### config.mk
export PLATFORM = sky130hd
export DESIGN_NAME = multicycle_ctrl
export DESIGN_NICKNAME = d
export VERILOG_FILES = /design/src/rtl/rv_ctrl_pkg.sv /design/src/rtl/alu_decoder.sv /design/src/rtl/multicycle_ctrl.sv
export SDC_FILE = /design/constraint.sdc
export NUM_CORES = 1
export LEC_CHECK = 0
export ABC_AREA = 1
export CAP_MARGIN = 20
export CORE_ASPECT_RATIO = 0.8
export CORE_UTILIZATION = 38
export CTS_CLUSTER_SIZE = 12
export DETAILED_ROUTE_END_ITERATION = 10
export PLACE_DENSITY = 0.83
export SYNTH_ARGS = -nofsm -noshare
export SYNTH_HDL_FRONTEND = slang
export SYNTH_SLANG_ARGS = --single-unit
### constraint.sdc
create_clock -name clk -period 1.55 [get_ports clk]
set_input_delay 0.2325 -clock clk [delete_from_list [all_inputs] [get_ports clk]]
set_output_delay 0.2325 -clock clk [all_outputs]
set_load 0.05 [all_outputs]
### src/rtl/rv_ctrl_pkg.sv
// Shared encodings for the multicycle RV32 control unit: FSM states,
// opcodes and datapath mux/ALU select values.
package rv_ctrl_pkg;

    typedef enum logic [3:0] {
        S_FETCH    = 4'd0,
        S_DECODE   = 4'd1,
        S_MEMADR   = 4'd2,
        S_MEMREAD  = 4'd3,
        S_MEMWB    = 4'd4,
        S_MEMWRITE = 4'd5,
        S_EXECR    = 4'd6,
        S_EXECI    = 4'd7,
        S_ALUWB    = 4'd8,
        S_BRANCH   = 4'd9,
        S_JAL      = 4'd10,
        S_LUI      = 4'd11,
        S_TRAP     = 4'd12
    } state_t;

    // Opcodes
    localparam logic [6:0] OP_LOAD   = 7'b0000011;
    localparam logic [6:0] OP_STORE  = 7'b0100011;
    localparam logic [6:0] OP_RTYPE  = 7'b0110011;
    localparam logic [6:0] OP_ITYPE  = 7'b0010011;
    localparam logic [6:0] OP_BRANCH = 7'b1100011;
    localparam logic [6:0] OP_JAL    = 7'b1101111;
    localparam logic [6:0] OP_LUI    = 7'b0110111;

    // Immediate extender formats
    localparam logic [2:0] IMM_I = 3'b000;
    localparam logic [2:0] IMM_U = 3'b001;
    localparam logic [2:0] IMM_B = 3'b010;
    localparam logic [2:0] IMM_J = 3'b011;
    localparam logic [2:0] IMM_S = 3'b100;

    // ALU operations
    localparam logic [2:0] ALU_ADD = 3'b000;
    localparam logic [2:0] ALU_SUB = 3'b001;
    localparam logic [2:0] ALU_AND = 3'b010;
    localparam logic [2:0] ALU_OR  = 3'b011;
    localparam logic [2:0] ALU_SLT = 3'b101;

    // Coarse ALU request from the FSM to the ALU decoder
    localparam logic [1:0] ALUOP_ADD   = 2'b00;
    localparam logic [1:0] ALUOP_SUB   = 2'b01;
    localparam logic [1:0] ALUOP_FUNCT = 2'b10;

    // Result bus select
    localparam logic [1:0] RES_ALUOUT = 2'b00;
    localparam logic [1:0] RES_DATA   = 2'b01;
    localparam logic [1:0] RES_ALURES = 2'b10;
    localparam logic [1:0] RES_IMM    = 2'b11;

    // ALU operand A select
    localparam logic [1:0] SRCA_PC    = 2'b00;
    localparam logic [1:0] SRCA_OLDPC = 2'b01;
    localparam logic [1:0] SRCA_REGA  = 2'b10;

    // ALU operand B select
    localparam logic [1:0] SRCB_REGB  = 2'b00;
    localparam logic [1:0] SRCB_IMM   = 2'b01;
    localparam logic [1:0] SRCB_FOUR  = 2'b10;

    // Loads and stores share the address-calculation path
    function automatic logic is_mem_op(input logic [6:0] opcode);
        return (opcode == OP_LOAD) || (opcode == OP_STORE);
    endfunction

endpackage

### src/rtl/alu_decoder.sv
// Maps the FSM's coarse ALU request plus funct fields to an ALU operation.
module alu_decoder
    import rv_ctrl_pkg::*;
(
    input  logic [1:0] alu_op,
    input  logic [2:0] funct3,
    input  logic       op5,
    input  logic       funct7b5,
    output logic [2:0] alu_control
);

    // Select the ALU operation; sub only for R-type (op5) with funct7b5
    always_comb begin
        alu_control = ALU_ADD;
        case (alu_op)
            ALUOP_ADD: alu_control = ALU_ADD;
            ALUOP_SUB: alu_control = ALU_SUB;
            ALUOP_FUNCT: begin
                case (funct3)
                    3'b000: begin
                        if (op5 && funct7b5) begin
                            alu_control = ALU_SUB;
                        end else begin
                            alu_control = ALU_ADD;
                        end
                    end
                    3'b010:  alu_control = ALU_SLT;
                    3'b110:  alu_control = ALU_OR;
                    3'b111:  alu_control = ALU_AND;
                    default: alu_control = ALU_ADD;
                endcase
            end
            default: alu_control = ALU_ADD;
        endcase
    end

endmodule

### src/rtl/multicycle_ctrl.sv
// Multicycle RV32 control FSM. Outputs are decoded from the state register
// (with mem_ready/zero qualifying a few enables); enables are forced low
// while reset is asserted.
module multicycle_ctrl
    import rv_ctrl_pkg::*;
#(
    parameter bit STRICT_ILLEGAL = 1'b1
) (
    input  logic       clk,
    input  logic       rst_n,
    input  logic [6:0] op,
    input  logic [2:0] funct3,
    input  logic       funct7b5,
    input  logic       zero,
    input  logic       mem_ready,
    output logic       pc_write,
    output logic       adr_src,
    output logic       mem_write,
    output logic       ir_write,
    output logic [1:0] result_src,
    output logic [1:0] alu_src_a,
    output logic [1:0] alu_src_b,
    output logic [2:0] imm_src,
    output logic [2:0] alu_control,
    output logic       reg_write,
    output logic       illegal,
    output logic       instr_done
);

    state_t     r_state;
    state_t     w_next_state;
    logic [1:0] w_alu_op;

    alu_decoder u_alu_decoder (
        .alu_op      (w_alu_op),
        .funct3      (funct3),
        .op5         (op[5]),
        .funct7b5    (funct7b5),
        .alu_control (alu_control)
    );

    // State register: the only storage in the control unit
    always_ff @(posedge clk or negedge rst_n) begin
        if (!rst_n) begin
            r_state <= S_FETCH;
        end else begin
            r_state <= w_next_state;
        end
    end

    // Next-state and output decode; every output defaults to 0
    always_comb begin
        w_next_state = r_state;
        w_alu_op     = ALUOP_ADD;
        pc_write     = 1'b0;
        adr_src      = 1'b0;
        mem_write    = 1'b0;
        ir_write     = 1'b0;
        result_src   = RES_ALUOUT;
        alu_src_a    = SRCA_PC;
        alu_src_b    = SRCB_REGB;
        imm_src      = IMM_I;
        reg_write    = 1'b0;
        illegal      = 1'b0;
        instr_done   = 1'b0;

        case (r_state)
            S_FETCH: begin
                alu_src_b  = SRCB_FOUR;
                result_src = RES_ALURES;
                if (mem_ready) begin
                    ir_write     = 1'b1;
                    pc_write     = 1'b1;
                    w_next_state = S_DECODE;
                end else begin
                    w_next_state = S_FETCH;
                end
            end
            S_DECODE: begin
                // Precompute the branch target into ALUOut
                alu_src_a = SRCA_OLDPC;
                alu_src_b = SRCB_IMM;
                imm_src   = IMM_B;
                if (is_mem_op(op)) begin
                    w_next_state = S_MEMADR;
                end else begin
                    case (op)
                        OP_RTYPE:  w_next_state = S_EXECR;
                        OP_ITYPE:  w_next_state = S_EXECI;
                        OP_BRANCH: w_next_state = S_BRANCH;
                        OP_JAL:    w_next_state = S_JAL;
                        OP_LUI:    w_next_state = S_LUI;
                        default:   w_next_state = STRICT_ILLEGAL ? S_TRAP : S_FETCH;
                    endcase
                end
            end
            S_MEMADR: begin
                alu_src_a = SRCA_REGA;
                alu_src_b = SRCB_IMM;
                if (op == OP_STORE) begin
                    imm_src      = IMM_S;
                    w_next_state = S_MEMWRITE;
                end else begin
                    imm_src      = IMM_I;
                    w_next_state = S_MEMREAD;
                end
            end
            S_MEMREAD: begin
                adr_src = 1'b1;
                if (mem_ready) begin
                    w_next_state = S_MEMWB;
                end else begin
                    w_next_state = S_MEMREAD;
                end
            end
            S_MEMWB: begin
                result_src   = RES_DATA;
                reg_write    = 1'b1;
                instr_done   = 1'b1;
                w_next_state = S_FETCH;
            end
            S_MEMWRITE: begin
                // Write strobe held for the whole wait
                adr_src   = 1'b1;
                mem_write = 1'b1;
                if (mem_ready) begin
                    instr_done   = 1'b1;
                    w_next_state = S_FETCH;
                end else begin
                    w_next_state = S_MEMWRITE;
                end
            end
            S_EXECR: begin
                alu_src_a    = SRCA_REGA;
                alu_src_b    = SRCB_REGB;
                w_alu_op     = ALUOP_FUNCT;
                w_next_state = S_ALUWB;
            end
            S_EXECI: begin
                alu_src_a    = SRCA_REGA;
                alu_src_b    = SRCB_IMM;
                imm_src      = IMM_I;
                w_alu_op     = ALUOP_FUNCT;
                w_next_state = S_ALUWB;
            end
            S_ALUWB: begin
                result_src   = RES_ALUOUT;
                reg_write    = 1'b1;
                instr_done   = 1'b1;
                w_next_state = S_FETCH;
            end
            S_BRANCH: begin
                // funct3[0] inverts the sense: beq takes on zero, bne on !zero
                alu_src_a    = SRCA_REGA;
                alu_src_b    = SRCB_REGB;
                w_alu_op     = ALUOP_SUB;
                result_src   = RES_ALUOUT;
                pc_write     = zero ^ funct3[0];
                instr_done   = 1'b1;
                w_next_state = S_FETCH;
            end
            S_JAL: begin
                alu_src_a    = SRCA_OLDPC;
                alu_src_b    = SRCB_FOUR;
                result_src   = RES_ALUOUT;
                imm_src      = IMM_J;
                pc_write     = 1'b1;
                w_next_state = S_ALUWB;
            end
            S_LUI: begin
                imm_src      = IMM_U;
                result_src   = RES_IMM;
                reg_write    = 1'b1;
                instr_done   = 1'b1;
                w_next_state = S_FETCH;
            end
            S_TRAP: begin
                illegal      = 1'b1;
                w_next_state = S_TRAP;
            end
            default: begin
                w_next_state = STRICT_ILLEGAL ? S_TRAP : S_FETCH;
            end
        endcase

        // Keep every enable quiet while reset is held
        if (!rst_n) begin
            pc_write   = 1'b0;
            ir_write   = 1'b0;
            mem_write  = 1'b0;
            reg_write  = 1'b0;
            illegal    = 1'b0;
            instr_done = 1'b0;
        end else begin
            w_next_state = w_next_state;
        end
    end

endmodule

==> run metrics, run 1 <==
status=stopped before the end; cell taking the most area after synthesis=nand2_1; PortBufs=33; Starting Density=43.69%; Seq/Total Area, Yosys=15.41%; Rows=12; Final GP Congestion=0.9161; cells after synthesis=126; die height=38.98 um; Post-Syn Nets=143; Mapped Area=649.4 um^2; YS warnings=0; IO Pins=34; Yosys reg bits=4; Run Error=[ERROR DPL-0033] detailed placement checks failed during check placement.; HPWL Detailed=3.364 mm; synth top area cells=nand2_1 (24%), nor2_1 (16%), dfrtp_1 (15%), inv_1 (8.1%), nand3_1 (6.2%); Die W=48.22 um; Distinct cells, synth=19; Fail Step=detailed placement; syn avg cell area=5.154 um^2; top cell type's share of synthesized area=23.70%
synthesized netlist by cell type:
library cell and n:
nor2_2 3, inv_2 8, nand2_2 5, inv_1 14
ha_1 2, nor4_1 1, xnor2_1 1, nor3_1 2
nand3_1 8, nand3_2 1, nand4_1 2, nand2_1 41
o211ai_1 1, nor2_1 27, clkinv_1 1, a21oi_1 2
nor2_4 2, dfrtp_1 4, o21ai_1 1
per-stage QoR:
| step | instance area (um^2) | hold slack [ps] | std cells |
|---|---|---|---|
| global placement | 1481 | 554.5 | 207 |
| floorplan | 719.4 | -63.09 | 126 |
cells by family after synthesis:
| kind of cell | Yosys count | share of synthesized area (%) |
|---|---|---|
| and+or+nand+nor | 92 | 62.62 |
| AOI/OAI and AO/OA | 4 | 3.468 |
| DFF | 4 | 15.41 |
| xor gates and xnor gates | 1 | 1.349 |
| buffers and inverters | 23 | 13.29 |
| adders and majority gates | 2 | 3.853 |
==> run 2: changes to the inputs <==
Settings changed: CORE_AREA set to 2 2 63 65, CORE_ASPECT_RATIO 0.8 to not set, CORE_UTILIZATION 38 to not set, CTS_CLUSTER_SIZE 12 to not set, DIE_AREA set to 0 0 65 67, PLACE_DENSITY 0.83 to not set, PLACE_DENSITY_LB_ADDON set to 0.15.
==> run 2 against run 1 <==
  * The flow now finishes, with violations (setup timing)
  * Synthesized cell count unchanged
  * Area after synthesis unchanged
==> run metrics, run 2 <==
Worst slew margin=78.08%; Lkg Pwr=0.9609 nW; vias per cell=3.992; reg2reg start=r_state[3]; Starting Density=18.01%; max-slew violations=0; Layout Skew=6.261 ps; Critical Path Fanout Max=4; CP bufs+invs=1; VDD IR max=209.3 uV; cell taking the most area after synthesis=nand2_1; crit path from=r_state[2]; clk root buf=clkbuf_8; vias in the first global route=972; Worst setup SP type=flip-flop; drt wl/cell=9.494 um; Setup Slack @ Placement=-109.3 ps; largest net degree at the start of global routing=6; critical path class=reg2out; Reg with most FFs=r_state; Worst-Margin Slew=327.4 ps; predominant post-synthesis flop cell=dfrtp_1; PnR Total Power=0.4497 mW; EDFF count, synth=0; gr usage total=11.87%; crit end category=output pin; first-pass GRT wire length=4.057 mm; reg2reg end=r_state[0]; cells after synthesis=126; CTS tree=done; Worst setup endpoint=alu_control[2]; DR vias=994; Largest register FFs=4; RSZ-0062 raised after global routing=true; status=complete, but fails checks; DR iter-0 viols=12; die area=4355 um^2; drt pass-1 iters=4; initial antenna violation count=0; syn avg cell area=5.154 um^2; Hold Worst Slack=319.6 ps; CP Data Required Time=1320 ps; Clock transition at path regs=30 ps; commonest non-fill, non-tap cell in the layout=nand2_1; CP max-delay cell=dfrtp_2; CTS H-tree depth=1; Final nets=219; Register-to-Register Path Depth=13; Clk Latency, worst-skew pair=220 ps; placed instance count=239; Rows=22; Commonest cells post-synth=nand2_1 (41), nor2_1 (27), inv_1 (14); synth top area cells=nand2_1 (24%), nor2_1 (16%), dfrtp_1 (15%), inv_1 (8.1%), nand3_1 (6.2%); PortBufs=33; fin cells=249; worst hold path class=in2async; most numerous cell in the Yosys netlist=nand2_1; antenna diode instance count=0; CP Cell Sequence=nor2_4 -> nand2_4 -> ha_4 -> nor4_4 -> buf_12; final worst slack=-267.3 ps; Crit path depth=5; antenna-violating nets left=0; GRT overflow=0; Mapped Area=649.4 um^2; maximum clock path buffer count=2; fmax=550.3 MHz; Seq/Total Area, Yosys=15.41%; cts bufs inserted=3; Crit path max-delay family=simple AND/OR/NAND/NOR gates; largest registers=r_state: 4 flops; top cell type's share of synthesized area=23.70%; YS warnings=0; Yosys reg bits=4; violated checks=setup timing; Distinct cells, synth=19; PwrDens=244.7 nW/um^2; # DRC=0; Post-synth ARST share=100.0%; Sink Count=4; Post-Syn Nets=143; # setup viols final=16; Reg2Reg Setup Slack=-150 ps; most frequent cells in the layout=nand2_1 (30), buf_4 (28), buf_12 (20); Core Area=3606 um^2; layout cells sized above 1=56.72%; CP Data Arrival Time=1580 ps; fin crit period=1817 ps; Hold Vio Cnt, Final=0; final wirelength=2.364 mm; Final period util=117.2%; die height=67 um; max_cap viols=0; Die W=65 um; Final GP Congestion=0.8352; HPWL Detailed=2.022 mm; Syn-to-layout area delta=183.0%; CP max stage delay=440 ps; IO Pins=34
==> run 2: cell counts after synthesis <==
Identical to the previous run, type by type.
==> run 2: final cells by class <==
| type | instances | area (um^2) |
|---|---|---|
| inverter | 23 | 90.09 |
| fill | 354 | 1768 |
| timing repair buffer | 71 | 852.1 |
| tap | 48 | 60.06 |
| sequential | 4 | 101.3 |
| multi-input combinational | 99 | 689.4 |
| clock buffer | 4 | 45.04 |
==> run 2: cells by family after synthesis <==
family	share of synthesized area [%]
xor gates and xnor gates	1.349
buffers and inverters	13.29
AOI/OAI and AO/OA	3.468
and+or+nand+nor	62.62
DFF	15.41
adders and majority gates	3.853
==> run 2: how the worst min path moves through the flow <==
stage | from | endpoint
after global routing | rst_n | r_state[3]
after detailed placement | rst_n | r_state[3]
after CTS | rst_n | r_state[3]
after floorplan | rst_n | r_state[0]
final | rst_n | r_state[3]
after global placement | rst_n | r_state[3]
==> run 2: where the power goes <==
group,switching [mW],internal (mW)
logic,0.0501,0.0686
clock network,0.0506,0.175
registers,0,0.105
==> run 2: per-stage QoR <==
| stage | cell area (um^2) | util (%) | TNS [ps] |
|---|---|---|---|
| 5_1_grt | 1838 | 50.97 | -4033 |
| 6_report | 1838 | 50.97 | -2575 |
| 2_1_floorplan | 719.4 | - | -494.4 |
| 4_1_cts | 1749 | 48.51 | -3090 |
| 3_3_place_gp | 1553 | 43.06 | -362.8 |
| 3_5_place_dp | 1553 | 43.06 | -391.6 |
==> run 2: metal layers <==
layer / track usage [%] / part of all wire, % / vias up
met5: 0 / 0 / -
met4: 2.394 / 0 / 0
met3: 1.351 / 4.5 / 0
met2: 25.26 / 58 / 23
met1: 12.12 / 37 / 432
li1: - / - / 539
==> run 2: what timing repair did <==
action,4_1_cts,5_1_grt
gates resized for setup,32,21
setup buffers,5,3
hold buffers,0,0
pin swaps,8,6
setup endpoints to repair,19,20
(Power assumes the default switching activity.)
